File: config.mk
export PLATFORM = sky130hd
export DESIGN_NAME = alu_iter
export DESIGN_NICKNAME = d
export VERILOG_FILES = /design/src/rtl/alu_iter.sv
export SDC_FILE = /design/constraint.sdc
export NUM_CORES = 1
export LEC_CHECK = 0
export ABC_AREA = 1
export BUFFER_PORTS_ARGS = -buffer_cell sky130_fd_sc_hd__buf_4
export CAP_MARGIN = 20
export CORE_AREA = 3 3 140 142
export DETAILED_ROUTE_END_ITERATION = 10
export DIE_AREA = 0 0 143 145
export HOLD_SLACK_MARGIN = 0.05
export PLACE_DENSITY = 0.85
export SYNTH_ARGS = -nofsm -noshare
export SYNTH_HDL_FRONTEND = slang
export SYNTH_SLANG_ARGS = --single-unit
File: constraint.sdc
create_clock -name clk -period 3.52 [get_ports clk]
set_clock_uncertainty 0.15 [all_clocks]
set_input_delay 0.176 -clock clk [delete_from_list [all_inputs] [get_ports clk]]
set_output_delay 0.176 -clock clk [all_outputs]
set_load 0.03 [all_outputs]
File: src/rtl/alu_iter.sv
// Purpose: registered RISC-V integer reg-reg ALU; shifts use an iterative shifter of SHIFT_STEP bits/cycle.
// Latency: 1 cycle for add/sub/compare/logic and zero-amount shifts; 1 + ceil(amount/SHIFT_STEP) for shifts.
// Backpressure: the result holds in DONE until out_ready; in_ready = IDLE || (DONE && out_ready).
`timescale 1ns/1ps
module alu_iter #(
  parameter int XLEN       = 32,
  parameter int SHIFT_STEP = 4
) (
  input  logic            clk,
  input  logic            rst_n,
  input  logic            flush,
  input  logic            in_valid,
  output logic            in_ready,
  input  logic [XLEN-1:0] ra,
  input  logic [XLEN-1:0] rb,
  input  logic            arith_mode,
  input  logic            logic_alt,
  input  logic [2:0]      funct3,
  output logic            out_valid,
  input  logic            out_ready,
  output logic [XLEN-1:0] result,
  output logic            unsigned_compare,
  output logic            signed_compare
);

  localparam int AW = $clog2(XLEN);
  // One extra bit so that SHIFT_STEP == XLEN is representable.
  localparam int CW = AW + 1;
  localparam logic [CW-1:0] STEP_C = CW'(SHIFT_STEP);

  typedef enum logic [1:0] {IDLE, SHIFT, DONE} state_t;

  state_t          state;
  logic [XLEN-1:0] sh_reg;
  logic [CW-1:0]   cnt;
  logic            sh_left;
  logic            sh_fill;

  logic            accept;
  logic            is_shift;
  logic [CW-1:0]   amt;
  logic            lt_u;
  logic            lt_s;
  logic [XLEN-1:0] alu_res;
  logic [CW-1:0]   step;
  logic [CW-1:0]   cnt_next;
  logic [XLEN:0]   ext_shr;
  logic [XLEN-1:0] shifted;

  // Combinational ready: a result being consumed frees the slot in the same cycle.
  assign in_ready = (state == IDLE) || ((state == DONE) && out_ready);
  assign accept   = in_valid && in_ready && !flush;
  assign is_shift = (funct3 == 3'b001) || (funct3 == 3'b101);
  assign amt      = {1'b0, rb[AW-1:0]};
  assign lt_u     = ra < rb;
  assign lt_s     = $signed(ra) < $signed(rb);

  // Single-cycle result; zero-amount shifts pass ra straight through.
  always_comb begin
    alu_res = '0;
    case (funct3)
      3'b000:  alu_res = arith_mode ? (ra - rb) : (ra + rb);
      3'b010:  alu_res = {{(XLEN-1){1'b0}}, lt_s};
      3'b011:  alu_res = {{(XLEN-1){1'b0}}, lt_u};
      3'b100:  alu_res = ra ^ rb;
      3'b110:  alu_res = ra | rb;
      3'b111:  alu_res = ra & rb;
      default: alu_res = ra;
    endcase
  end

  // One shifter step of min(cnt, SHIFT_STEP); right shifts refill with the latched fill bit.
  always_comb begin
    step     = (cnt < STEP_C) ? cnt : STEP_C;
    cnt_next = cnt - step;
    ext_shr  = $signed({sh_fill, sh_reg}) >>> step;
    shifted  = sh_left ? (sh_reg << step) : ext_shr[XLEN-1:0];
  end

  // Control FSM with registered result, flags and out_valid.
  always_ff @(posedge clk or negedge rst_n) begin
    if (!rst_n) begin
      state            <= IDLE;
      out_valid        <= 1'b0;
      result           <= '0;
      unsigned_compare <= 1'b0;
      signed_compare   <= 1'b0;
      sh_reg           <= '0;
      cnt              <= '0;
      sh_left          <= 1'b0;
      sh_fill          <= 1'b0;
    end else if (flush) begin
      state     <= IDLE;
      out_valid <= 1'b0;
      cnt       <= '0;
    end else if (accept) begin
      unsigned_compare <= lt_u;
      signed_compare   <= lt_s;
      if (is_shift && (amt != '0)) begin
        sh_reg    <= ra;
        cnt       <= amt;
        sh_left   <= (funct3 == 3'b001);
        sh_fill   <= (funct3 == 3'b101) && logic_alt && ra[XLEN-1];
        state     <= SHIFT;
        out_valid <= 1'b0;
      end else begin
        result    <= alu_res;
        state     <= DONE;
        out_valid <= 1'b1;
      end
    end else begin
      case (state)
        SHIFT: begin
          sh_reg <= shifted;
          cnt    <= cnt_next;
          if (cnt_next == '0) begin
            result    <= shifted;
            state     <= DONE;
            out_valid <= 1'b1;
          end
        end
        DONE: begin
          if (out_ready) begin
            state     <= IDLE;
            out_valid <= 1'b0;
          end
        end
        default: begin
          state <= IDLE;
        end
      endcase
    end
  end

endmodule

Word level (Yosys, flattened, before mapping)
Cells that the tools add are included.
{"block": "op_classes", "add_sub_neg": 3, "n_mul": 0, "n_div": 0, "n_lt_le_gt_ge": 3, "eq_ne": 14, "shift": 2, "muxes": 27, "bitwise": 4, "reduce_logical": 24}
{"cell": "32-bit two-way mux", "count": 9}
{"cell": "32-bit one-hot mux with 6 select lines", "count": 1}
{"cell": "32-bit less-than comparator", "count": 2}
{"cell": "33-bit by 6-bit >>> shifter with 32-bit output", "count": 1}
{"cell": "32-bit adder", "count": 1}
{"cell": "32-bit bitwise AND", "count": 1}
{"cell": "32-bit bitwise OR", "count": 1}
{"cell": "32-bit by 6-bit left shift with 32-bit output", "count": 1}
{"cell": "32-bit subtractor", "count": 1}
{"cell": "32-bit bitwise XOR", "count": 1}
{"cell": "6-bit two-way mux", "count": 5}
{"cell": "3-bit == test, second input constant", "count": 4}
{"cell": "2-bit two-way mux", "count": 5}
{"cell": "3-bit AND reduction", "count": 3}
{"cell": "4-bit inequality test, second input constant", "count": 2}
{"cell": "3-bit by 2-bit == test with 1-bit output, second input constant", "count": 2}
{"cell": "1-bit logical AND", "count": 6}
{"cell": "6-bit zero test", "count": 1}
{"cell": "6-bit by 3-bit less-than comparator with 1-bit output, second input constant", "count": 1}
{"cell": "2-bit AND reduction", "count": 3}
{"cell": "6-bit nonzero test", "count": 1}
{"cell": "6-bit subtractor", "count": 1}
{"cell": "1-bit two-way mux", "count": 5}
{"cell": "2-bit one-hot mux with 2 select lines", "count": 1}
{"cell": "16 further kinds", "count": 18}
{"block": "word_totals", "reg_bits": 77, "latch_bits": 0, "ram_bits": 0, "rom_bits": 0, "inputBits": 74, "output_inout_bits": 36, "word_cells": 86, "memories": 0}

Depth between registers and ports, before layout
{"block": "depth", "word_depth": 8, "ltp_mapped": 19, "mapped_depth_nobuf": 18}

Worst setup path before layout
OpenSTA, ideal clock, no wires.
{"block": "synth_timing", "path_kind": "register -> register", "from": "register state[0]", "to": "register sh_reg[12]", "setup_time_ns": 0.139, "t_arrival_ns": 2.077, "t_required_ns": 3.231, "setup_slack_ns": 1.154, "stages_incl_launch_ff": 12, "path_buffers": 2, "synth_period_minus_slack_ns": 2.366, "cell_sequence": "dfrtp_1 -> inv_1 -> ha_1 -> nand2_1 -> nand2_1 -> nand2_1 -> nor2_2 -> nand2_1 -> nand2_1 -> buf_2 -> clkbuf_1 -> a22oi_1"}
{"block": "synth_via", "elab_chain_cells": 7, "elab_cells_between_ends": 11, "cone_classes": "eq/ne: 3; mux: 1; reduce/logical: 7"}
{"item": "start, declared", "line": "33", "rtl": "state_t state;"}
{"item": "start signal, assigned", "line": "83", "rtl": "state <= IDLE;"}
{"item": "start signal, assigned", "line": "93", "rtl": "state <= IDLE;"}
{"item": "start signal, assigned", "line": "104", "rtl": "state <= SHIFT;"}
{"item": "2-bit == test", "line": "51", "rtl": "assign in_ready = (state == IDLE) || ((state == DONE) && out_ready);"}
{"item": "1-bit logical AND", "line": "51"}
{"item": "1-bit logical OR (*)", "line": "51"}
{"item": "via in_ready", "line": "13", "rtl": "output logic in_ready,"}
{"item": "1-bit logical AND (*) (2 in a row)", "line": "52", "rtl": "assign accept = in_valid && in_ready && !flush;"}
{"item": "2-bit by 1-bit inequality test with 1-bit output (no line) or 2-bit nonzero test (tied branches)"}
{"item": "3-bit AND reduction (no line)"}
{"item": "end signal, assigned", "line": "100", "rtl": "sh_reg <= ra;"}
{"item": "end signal, assigned", "line": "114", "rtl": "sh_reg <= shifted;"}
{"item": "end, declared", "line": "34", "rtl": "logic [XLEN-1:0] sh_reg;"}
The timed path passes the listed nets; every way through them passes the cells marked *.
A chain may end at the register's enable or synchronous reset.

Worst setup path after layout
{"block": "layout_timing", "from": "input port ra[0]", "to": "register result[22]"}
{"block": "layout_via", "elab_chain_cells": 5, "elab_cells_between_ends": 6, "cone_classes": "add/sub: 2; mux: 4"}
{"item": "start, declared", "line": "14", "rtl": "input logic [XLEN-1:0] ra,"}
{"item": "32-bit adder or 32-bit subtractor (tied branches)", "line": "62", "rtl": "3'b000: alu_res = arith_mode ? (ra - rb) : (ra + rb);"}
{"item": "32-bit two-way mux (*)", "line": "62"}
{"item": "32-bit one-hot mux with 6 select lines (*)", "line": "61", "rtl": "case (funct3)"}
{"item": "32-bit two-way mux (*)", "line": "99", "rtl": "if (is_shift && (amt != '0)) begin"}
{"item": "32-bit two-way mux (*)", "line": "96", "rtl": "end else if (accept) begin"}
{"item": "end signal, assigned", "line": "107", "rtl": "result <= alu_res;"}
{"item": "end signal, assigned", "line": "117", "rtl": "result <= shifted;"}
{"item": "end, declared", "line": "21", "rtl": "output logic [XLEN-1:0] result,"}
Mark *: on every way between the ends. The rest lies on a longest branch, timed or not. The select of a mux whose other input is x is not followed.

==> summary.txt <==
Worst setup path
  – Most used cell, CP: nand2_1
  – Type of destination of the critical path: flop
  – R2R Path End: result[30]$_DFFE_PN0P_
  – CP Data Required Time: 3640 ps
  – Startpoint of the most critical register-to-register path: cnt[5]$_DFFE_PN0P_
  – R2R Setup Slk: 580 ps
  – Category of the critical setup timing path: input port to flop
  – Largest stage delay on the critical path: 550 ps
  – Master of the slowest instance on the critical path: dlygate4sd3_1
  – Crit path DAT: 3070 ps
  – Kind of start point of the critical path: input port
  – Worst Path Max Fanout: 4
  – Series of cell instances along the critical path: dlygate4sd3_1 > buf_4 > ha_1 > inv_1 > fa_1 > inv_1 > nand3_1 > nand3_1 > nand2_1 > nand2_1 > nand2_1 > nand2_1 > nand2_1 > nand3_1 > nand2_1 > nand2_1 > nand3_1 > nand2_1 > nand2_1 > a21oi_1
  – Depth of the worst register-to-register path: 12

Timing
  – Relative slew slack: 32.8%
  – Least-Margin Pin Slew: 1010 ps
  – Unrepaired setup endpoints after global routing: false
  – Share of the clock period used by the worst path after layout: 83.7%
  – Worst hold slack across all endpoints: 60.4 ps
  – Final count of negative-setup-slack endpoints: 0
  – Setup Total Neg Slack: 0 ps
  – Max Clock Freq: 339 MHz
  – Time the worst path needs with I/O delays and setup: 2950 ps
  – Final count of hold timing violations: 0
  – Max Transition Viols Final: 0

Status
  – Result of the run: finished clean

Synthesis
  – Simple-Gate Fraction of Synth Area: 37.4%
  – Syn_area_per_cell: 5.56 um^2
  – Multiplexer share of the synthesized area: 0.168%
  – Synth Flop Type: dfrtp_1
  – Synthesized-area fraction occupied by ao, oa, aoi and oai cells: 21.3%
  – Syn. warnings: 0
  – Xor-xnor portion of the synthesized cell area: 0.147%
  – Syn Std Cell Area: 12000 um^2
  – Register area share after synthesis: 16.1%
  – Post-Synth Adder-Cell Area: 10.8%
  – Number of synthesized flops with an enable pin: 0
  – Number of synthesized register bits: 77
  – Mapped Nets: 2325
  – Post-synthesis cell count: 2149
  – Post-synth ARST share: 100%
  – Combinational family with the most area after synthesis: simple AND/OR/NAND/NOR gates
  – Number of unique standard cell types used by synthesis: 49

Global route
  – Grt ovf: 0
  – Global-route wire length before repair: 69900 um
  – Number of antenna violations at the first check in global routing: 0
  – Number of global-route vias before repair: 13800
  – Global Route Usage Sum: 41.5%
  – Pin count of the biggest net entering global routing: 91

Worst hold path
  – Kind of path behind the tightest hold check: input port to flop
  – Endpoint, Worst Hold: sh_reg[27]$_DFFE_PN0P_
  – Startpoint of the worst hold path: ra[27]
  – Depth of the worst hold-timing path: 3

Drt
  – Post-route ant nets: 0
  – Routed wire length: 44700 um
  – Number of detailed-routing iterations run before antenna repair: 8
  – Number of remaining DRC errors: 0
  – Post-detailed-route via-to-cell ratio: 6.17
  – Vias post-DR: 15000
  – Drt wl/cell: 18.4 um
  – Iter 0 DRT Violations: 2029

Power and ir drop
  – Total power per unit cell area: 559 nW/um^2
  – Leakage component of the power: 0.00720 uW
  – Worst supply voltage drop on vdd: 283 uV
  – Combinational share of power: 64.7%
  – Net switching fraction of the power: 54.0%
  – Int Power: 3380 uW
  – Sequential group share of total power: 22.1%
  – Clock power share: 13.2%
  – Final Power: 7350 uW
  – NetSw: 3970 uW

Layout
  – Number of antenna diodes: 0
  – Utilization after layout: 70.8%
  – Total area of sequential cells: 1930 um^2
  – Final-stage net count: 2370
  – Layout cells sized above 1: 7.83%
  – Filler instances: 1730
  – Finished layout cell area: 13200 um^2
  – Footprint of the multi-input gates: 8360 um^2
  – Area added between synthesis and finish: 10.1%

CTS
  – Total of cells resized after clock tree synthesis: 0
  – Root buf cell: clkbuf_16
  – Buffers from clock root to sink, at most: 2
  – # clock sinks: 77
  – CTS H-tree lvls: 3
  – TritonCTS clock tree: done
  – Worst-skew pair later-pin latency: 340 ps
  – Worst-path clk slew: 60 ps
  – Cts bufs inserted: 9

Place
  – Final RePlAce weighted congestion: 1.05
  – Post-DP HPWL: 34600 um
  – Placed cell area: 12800 um^2
  – Count of buffers from port buffering: 109

Floorplanning
  – Die area: 20700 um^2
  – Site row count: 50
  – Effective utilization at floorplan: 64.3%
  – Height of the die: 145 um
  – Io pins: 110
  – Floorplan Core Area: 18600 um^2
  – Die width: 143 um

Flow run
  – Max-cap viol count: 0
## power groups by stage
| stage | combinational (uW) | clock, uW | sequential [uW] |
|---|---|---|---|
| 2_1_floorplan | 2890 | 0 | 1850 |
| 3_5_place_dp | 4570 | 0 | 1600 |
| 5_1_grt | 5190 | 1020 | 1640 |
| 4_1_cts | 4610 | 975 | 1590 |
| 6_report | 4750 | 971 | 1620 |
| 3_3_place_gp | 4460 | 0 | 1600 |
## worst max-delay path: cells and delay by family
family,cells,cell delay [ps]
adders and majority gates,2,670
buffers and inverters,4,840
AOI/OAI and AO/OA,1,140
and+or+nand+nor,13,1240
## cells by family after synthesis
kind of cell / Yosys count
flip-flops: 77
AND/OR/NAND/NOR: 1099
XOR/XNOR: 2
multiplexers: 2
AO/OA/AOI/OAI: 442
buffers and inverters: 424
adder cells (fa/ha/maj): 102
other: 1
## final cells by class
| class | instances | area share [%] |
|---|---|---|
| flip-flops and latches | 77 | 14.7 |
| multi-input cells | 1648 | 63.6 |
| clock inverters | 4 | 0.419 |
| repair buffers | 137 | 8.07 |
| well taps | 234 | 2.23 |
| inverters | 321 | 9.16 |
| clock buffers | 11 | 1.92 |
## cell usage in the layout, fill, tap and decap left out, types with 3 or more instances in the layout
cell type and instances:
nand2_1 685, inv_1 313, nand3_1 187, a21oi_1 185
nor2_1 178, buf_4 128, ha_1 100, o21ai_0 92
dfrtp_1 77, o21ai_1 36, a22oi_1 25, o211ai_1 24
o22ai_1 22, nor3_1 16, nand4_1 11, o21bai_1 11
a211oi_1 11, a221oi_1 10, o21a_1 10, clkbuf_16 9
dlygate4sd3_1 8, inv_2 6, a21oi_2 6, nor2_2 4
and2_1 4, nand2_2 3, nor2_4 3, or2_2 3
## how the worst max path moves through the flow
stage	slack (ps)	to	from	cells after the start
3_3_place_gp	740	result[30]$_DFFE_PN0P_	cnt[2]$_DFFE_PN0P_	12
3_5_place_dp	680	result[30]$_DFFE_PN0P_	cnt[5]$_DFFE_PN0P_	12
2_1_floorplan	1150	sh_reg[12]$_DFFE_PN0P_	state[0]$_DFFE_PN0P_	11
4_1_cts	670	result[30]$_DFFE_PN0P_	cnt[5]$_DFFE_PN0P_	12
5_1_grt	350	result[30]$_DFFE_PN0P_	cnt[5]$_DFFE_PN0P_	12
6_report	570	result[22]$_DFFE_PN0P_	ra[0]	20
## cell usage after synthesis, drive strengths merged, types with 16 or more instances
master	number	area, um^2
o21ai	128	641
inv	319	1200
a22oi	25	188
o22ai	22	138
o211ai	25	193
nor2	185	719
nor3	16	80.1
nand2	689	2600
ha	100	1250
dfrtp	77	1930
buf	52	278
nand3	187	936
a21oi	192	995
clkbuf	51	193
## per-layer routing
metal / vias up / GRT usage (%) / part of all wire, % / routed length (um)
met3: 195 / 9.29 / 13 / 5930
met4: 0 / 14.6 / 4.4 / 1980
met5: - / 0 / 0 / 0
met2: 1081 / 64.9 / 44 / 19500
met1: 6739 / 56.3 / 39 / 17200
li1: 6993 / - / - / -
## repair_timing
item | 4_1_cts | 5_1_grt
hold buffers | 8 | 0
hold endpoints to repair | 83 | 0
setup buffers | 0 | 0
## metrics by stage
stage,cells,worst slack (ps)
after floorplan,2149,1150
after global placement,2409,738
after detailed placement,2409,676
after CTS,2432,670
after global routing,2432,346
final,2432,574
(Power assumes the default switching activity.)
